**src/rtl/dispatch_sched.sv**
```systemverilog
// Dual-slot dispatch scheduler. It sits between decode and the issue pipes,
// writes decoded pairs into an external queue and pops up to two packets per
// cycle from the queue head. Slot 1 may only issue alongside slot 0 when the
// pair is independent. A serializing instruction stalls issue until
// serial_done arrives. A flush empties everything in one cycle.
//
// Handshake: decode presents a pair on dec_valid/dec_data. The pair is taken
// on a rising edge where dec_ready && dec_valid[0]. dec_ready does not depend
// on dec_valid. Each issue pipe sees issue_valid[i]. The packet leaves the
// queue when the slot pops. Pipe 0 pops when issue_ready[0]=1, and pipe 1
// additionally needs issue_ready[1]=1. Bubbles pop without needing ready and
// are never presented as valid.
module dispatch_sched #(
    parameter int DATA_WIDTH = 32,  // >= 32
    parameter int DEPTH      = 8    // power of two, >= 4
) (
    input  logic                      clk,
    input  logic                      rst,
    input  logic                      flush,
    input  logic [1:0]                dec_valid,
    input  logic [2*DATA_WIDTH-1:0]   dec_data,
    output logic                      dec_ready,
    output logic [1:0]                fq_enqueue_en,
    output logic [2*DATA_WIDTH-1:0]   fq_enqueue_data,
    input  logic                      fq_full,
    output logic                      fq_flush,
    output logic [1:0]                fq_dqueue_en,
    input  logic [2*DATA_WIDTH-1:0]   fq_dqueue_data,
    output logic [1:0]                fq_invalid_en,
    output logic [1:0]                issue_valid,
    output logic [2*DATA_WIDTH-1:0]   issue_data,
    input  logic [1:0]                issue_ready,
    input  logic                      serial_done,
    output logic [31:0]               dual_issue_cnt,
    output logic [1:0]                dbg_state,
    output logic [$clog2(DEPTH):0]    dbg_cnt
);

    localparam int CW = $clog2(DEPTH) + 1;
    localparam int DW = DATA_WIDTH;

    // Packet field bit positions
    localparam int B_SERIAL = 31;
    localparam int B_P0ONLY = 30;
    localparam int B_RD     = 25;
    localparam int B_RS1    = 20;
    localparam int B_RS2    = 15;
    localparam int B_RDWE   = 14;
    localparam int B_BUBBLE = 13;

    typedef enum logic [1:0] {
        RUN    = 2'd0,
        SERIAL = 2'd1,
        FLUSH  = 2'd2
    } state_e;

    state_e         state_q, state_d;
    logic [CW-1:0]  cnt_q, cnt_d;
    logic [31:0]    dual_q, dual_d;

    logic           enq, pop0, pop1, has1, has2, hazard;
    logic           serial0, serial1, p0only1, bubble0, bubble1, rd_we0, rd_we1;
    logic [4:0]     rd0, rd1, rs1_1, rs2_1;

    // Head (slot 0) and head+1 (slot 1) fields
    assign serial0 = fq_dqueue_data[B_SERIAL];
    assign bubble0 = fq_dqueue_data[B_BUBBLE];
    assign rd_we0  = fq_dqueue_data[B_RDWE];
    assign rd0     = fq_dqueue_data[B_RD +: 5];
    assign serial1 = fq_dqueue_data[DW + B_SERIAL];
    assign p0only1 = fq_dqueue_data[DW + B_P0ONLY];
    assign bubble1 = fq_dqueue_data[DW + B_BUBBLE];
    assign rd_we1  = fq_dqueue_data[DW + B_RDWE];
    assign rd1     = fq_dqueue_data[DW + B_RD +: 5];
    assign rs1_1   = fq_dqueue_data[DW + B_RS1 +: 5];
    assign rs2_1   = fq_dqueue_data[DW + B_RS2 +: 5];

    assign has1 = (cnt_q >= CW'(1));
    assign has2 = (cnt_q >= CW'(2));

    // Slot 1 depends on slot 0 (RAW on a source, or WAW on the destination)
    assign hazard = !bubble0 && rd_we0 && (rd0 != 5'd0) &&
                    ((rd0 == rs1_1) || (rd0 == rs2_1) || (rd_we1 && (rd0 == rd1)));

    // Enqueue accept; leaves two free entries so a full pair always fits
    assign dec_ready = !rst && (state_q != FLUSH) && !flush && !fq_full &&
                       (cnt_q <= CW'(DEPTH - 2));
    assign enq = dec_ready && dec_valid[0];

    assign fq_enqueue_en   = {enq, enq};
    assign fq_enqueue_data = rst ? '0 :
                             (dec_valid == 2'b01) ? {DW'(1) << B_BUBBLE, dec_data[DW-1:0]} :
                             dec_data;

    assign fq_flush     = !rst && (flush || (state_q == FLUSH));
    assign fq_dqueue_en = {has2, has1};

    // Pop selection: only in RUN, and never in a flush cycle
    always_comb begin
        pop0 = 1'b0;
        pop1 = 1'b0;
        if (!flush && (state_q == RUN)) begin
            pop0 = has1 && (bubble0 || issue_ready[0]);
            pop1 = pop0 && has2 && (bubble1 || issue_ready[1]) &&
                   !serial0 && !serial1 && !p0only1 && !hazard;
        end
    end

    assign fq_invalid_en = {pop1, pop0};
    assign issue_valid   = {pop1 && !bubble1, pop0 && !bubble0};
    assign issue_data    = {issue_valid[1] ? fq_dqueue_data[2*DW-1:DW] : {DW{1'b0}},
                            issue_valid[0] ? fq_dqueue_data[DW-1:0]    : {DW{1'b0}}};

    // Next-state: serial issue waits for commit; flush overrides everything
    always_comb begin
        state_d = state_q;
        case (state_q)
            RUN:     if (pop0 && !bubble0 && serial0) state_d = SERIAL;
            SERIAL:  if (serial_done) state_d = RUN;
            FLUSH:   state_d = RUN;
            default: state_d = RUN;
        endcase
        if (flush) state_d = FLUSH;
    end

    // Occupancy and dual-issue statistics next values
    always_comb begin
        cnt_d = cnt_q + (enq ? CW'(2) : CW'(0)) - CW'(pop0) - CW'(pop1);
        if (flush) cnt_d = '0;
        dual_d = dual_q;
        if (issue_valid == 2'b11) dual_d = dual_q + 32'd1;
    end

    // State registers
    always_ff @(posedge clk or posedge rst) begin
        if (rst) begin
            state_q <= RUN;
            cnt_q   <= '0;
            dual_q  <= '0;
        end else begin
            state_q <= state_d;
            cnt_q   <= cnt_d;
            dual_q  <= dual_d;
        end
    end

    assign dual_issue_cnt = dual_q;
    assign dbg_state      = state_q;
    assign dbg_cnt        = cnt_q;

endmodule
```
**config.mk**
```make
export PLATFORM = sky130hd
export DESIGN_NAME = dispatch_sched
export DESIGN_NICKNAME = d
export VERILOG_FILES = /design/src/rtl/dispatch_sched.sv
export SDC_FILE = /design/constraint.sdc
export NUM_CORES = 1
export LEC_CHECK = 0
export ABC_AREA = 1
export BUFFER_PORTS_ARGS = -buffer_cell sky130_fd_sc_hd__buf_2
export CORE_AREA = 2 2 123 125
export CTS_CLUSTER_DIAMETER = 60
export DETAILED_ROUTE_END_ITERATION = 8
export DIE_AREA = 0 0 125 127
export PLACE_DENSITY = 0.64
export REMOVE_ABC_BUFFERS = 1
export SLEW_MARGIN = 20
export SYNTH_ARGS = -nofsm -noshare
export SYNTH_HDL_FRONTEND = slang
export SYNTH_SLANG_ARGS = --single-unit
```
**constraint.sdc**
```tcl
create_clock -name clk -period 4 [get_ports clk]
set_input_delay 0.2 -clock clk [delete_from_list [all_inputs] [get_ports clk]]
set_output_delay 0.2 -clock clk [all_outputs]
set_load 0.02 [all_outputs]
```
==> impl_metrics.py <==
metrics = {
    "route": {
        "drt-initial-drc-count": 316,
        "drc": 0,
        "vias": 5113,
        "via_per_inst": 4.28,
        "post_drt_wl_per_cell_um": 14.0,
        "drt.antenna.violating_nets": 0,
        "drt-total-wl_mm": 16.7,
        "dr.pass1.iters": 5,
    },
    "sta": {
        "skew_ns": 0.00866,
        "tightest_slew_ns": 0.932,
        "fin_crit_sh": 0.720,
        "final-setup-viol-count": 0,
        "period_minus_slack_ns": 2.88,
        "final-max-slew-violation-count": 0,
        "fmax_mhz": 347,
        "max_slew_margin": 0.377,
        "setup_tns_ns": 0,
        "rsz0062_at_grt": "no",
        "timing.final.hold_violations": 0,
    },
    "finish": {
        "fillers": 1600,
        "layout_commonest_cell": "buf_2",
        "syn_to_final_growth_pct": 42.4,
        "nNetsFinal": 1156,
        "final_cell_mix": "308 x buf_2, 183 x nand2_1, 165 x inv_1",
        "drive_above_1_share": 0.355,
        "final_area_um2": 5940,
    },
    "worst_setup_path": {
        "critical_path_class": "reg -> reg",
        "crit_required_ns": 4.21,
        "crit_path_start": "dbg_cnt[2]$_DFF_PP0_",
        "cp_slowest_cell": "dfrtp_1",
        "r2r_start": "dbg_cnt[2]$_DFF_PP0_",
        "worstPathArrival_ns": 3.09,
        "cp_slowest_stage_delay_ns": 0.38,
        "crit_path_max_fanout": 4,
        "startpoint_type": "flop",
        "cp-end-kind": "flop",
        "cp_cell_sequence": "inv_1 > ha_1 > inv_1 > nor2_1 > inv_1 > o21ai_0 > nor2_1 > nand2_2 > a21oi_4 > inv_1 > fa_1 > inv_1 > ha_1 > inv_1 > ha_1 > a21o_1 > a21oi_1 > o21ai_0 > a21oi_1",
        "cpMostUsedCell": "inv_1",
    },
    "pwr": {
        "p_leak_nw": 4.05,
        "ir_worst_vdd_v": 0.000140,
        "powerDensity_nw_per_um2": 247,
    },
    "status": {
        "status": "finished, final reports clean",
    },
    "worst_hold_path": {
        "hp-start": "flush",
        "min_path_type": "in -> reg",
    },
    "logic_synthesis": {
        "synth-edff-count": 0,
        "yosysWarnings": 0,
        "async_reset_ff_frac": 1.00,
        "ys_ff_latch": 38,
        "syn_area_per_cell_um2": 5.77,
        "synthFlopType": "dfrtp_1",
        "synth_area_um2": 4170,
        "seq_area_frac_synth": 0.228,
        "yosysUniqueCellTypes": 35,
        "syn_inst": 723,
    },
    "die": {
        "die_area_um2": 15900,
        "start_util": 0.289,
        "chipWidth_um": 125,
        "dieHeight_um": 127,
        "num_io_pins": 313,
        "num_rows": 44,
        "placeableCoreArea_um2": 14400,
    },
    "clock_network": {
        "post_cts_resized": 0,
        "post_cts_buffers": 0,
        "clock-sinks": 38,
        "clkLatencyLatePin_ns": 0.28,
        "numCtsBuffers": 5,
        "path_clk_slew_ns": 0.06,
        "h-tree-depth": 2,
        "ctsRootBufferMaster": "clkbuf_16",
        "cts_hold_buf": 0,
        "cts_tree": "yes",
        "cts_buffer_depth": 2,
    },
    "grt": {
        "grt_pass1_wl_mm": 25.7,
        "met2_usage": 0.378,
        "grt_usage": 0.202,
        "use_met1": 0.249,
        "grt_max_degree": 39,
        "antenna_found_initial": 1,
        "first_global_vias": 4694,
        "gr-max-usage-layer": "met2",
        "gr-total-overflow": 0,
        "met3_usage": 0.0331,
    },
    "placement": {
        "gp_congestion": 0.842,
        "place_area_um2": 5740,
        "dp_hpwl_mm": 13.8,
        "io_buffers": 308,
    },
    "job": {
        "drv_cap": 0,
    },
}
[metrics by stage]
step / setup slack, ns / cells / power (W) / hold slack (ns) / utilization
after floorplan: 0.492 / 689 / 0.000715 / 0.231 / -
after global placement: 1.22 / 1186 / 0.000938 / 0.402 / 0.398
final: 1.12 / 1195 / 0.00146 / 0.106 / 0.412
after CTS: 1.10 / 1194 / 0.00148 / 0.101 / 0.411
after global routing: 0.808 / 1195 / 0.00155 / 0.0970 / 0.412
after detailed placement: 1.14 / 1186 / 0.000943 / 0.397 / 0.398
[area by class of cell]
| class | count | area [um^2] | area share |
|---|---|---|---|
| inverters | 167 | 627 | 0.106 |
| repair buffers | 313 | 1580 | 0.266 |
| clock inverters | 2 | 60.1 | 0.0101 |
| flip-flops and latches | 38 | 951 | 0.160 |
| multi-input cells | 484 | 2350 | 0.396 |
| diodes | 1 | 2.50 | 0.000421 |
| well taps | 184 | 230 | 0.0388 |
| clock buffers | 6 | 139 | 0.0234 |
[sequential cells by signal (all words and copies together) (netlist names)]
name	cells
dbg_state	2
dual_issue_cnt	32
dbg_cnt	4
[critical path, delay by kind of cell (launching register included)]
family	cells	cell delay (ns)
buf+inv	6	0.39
flops	1	0.38
compound gates	6	0.75
fa+ha+maj	4	1.00
simple gates	3	0.27
[routing by layer]
layer | vias to the layer above | wire length (um)
met4 | 0 | 136
met5 | - | 0
li1 | 2686 | -
met2 | 171 | 8690
met3 | 10 | 970
met1 | 2246 | 6950
[final timing paths]
path / end / slack, ns / depth (start not counted)
worst min register to register: dual_issue_cnt[31]$_DFFE_PP0N_ / 0.54 / 2
max in group asynchronous: dual_issue_cnt[22]$_DFFE_PP0N_ / 3.24 / 4
min in group asynchronous: dbg_state[0]$_DFFE_PP0P_ / 0.39 / 4
worst min-delay path: dbg_state[1]$_DFFE_PP0P_ / 0.11 / 1
worst max-delay path: dbg_cnt[3]$_DFF_PP0_ / 1.12 / 19
worst max register to register: dbg_cnt[3]$_DFF_PP0_ / 1.12 / 19
[logic make-up after synthesis]
family,Yosys count,synth area share
flops,38,0.228
simple gates,433,0.459
fa+ha+maj,10,0.0318
compound gates,15,0.0222
buf+inv,204,0.211
other cells,1,0.000899
xor+xnor,22,0.0462
[power by group]
group / total [W] / switching (W) / internal [W]
registers: 0.000414 / 0.0000166 / 0.000397
clock network: 0.000533 / 0.000159 / 0.000374
logic: 0.000517 / 0.000342 / 0.000175
total: 0.00146 / 0.000517 / 0.000947
[Yosys cell counts (all sizes together) (5+ instances only)]
master / count / area (um^2)
nor3: 9 / 45.0
dfrtp: 38 / 951
nor2: 176 / 762
buf: 27 / 215
o21ai: 5 / 25.0
inv: 166 / 623
nand3: 12 / 60.1
nand2: 187 / 717
xnor2: 7 / 61.3
a21oi: 7 / 46.3
nand4: 39 / 259
nand3b: 8 / 60.1
clkbuf: 10 / 38.8
xor2: 15 / 131
ha: 9 / 113
Note: power is estimated with default switching activity, not from simulation.
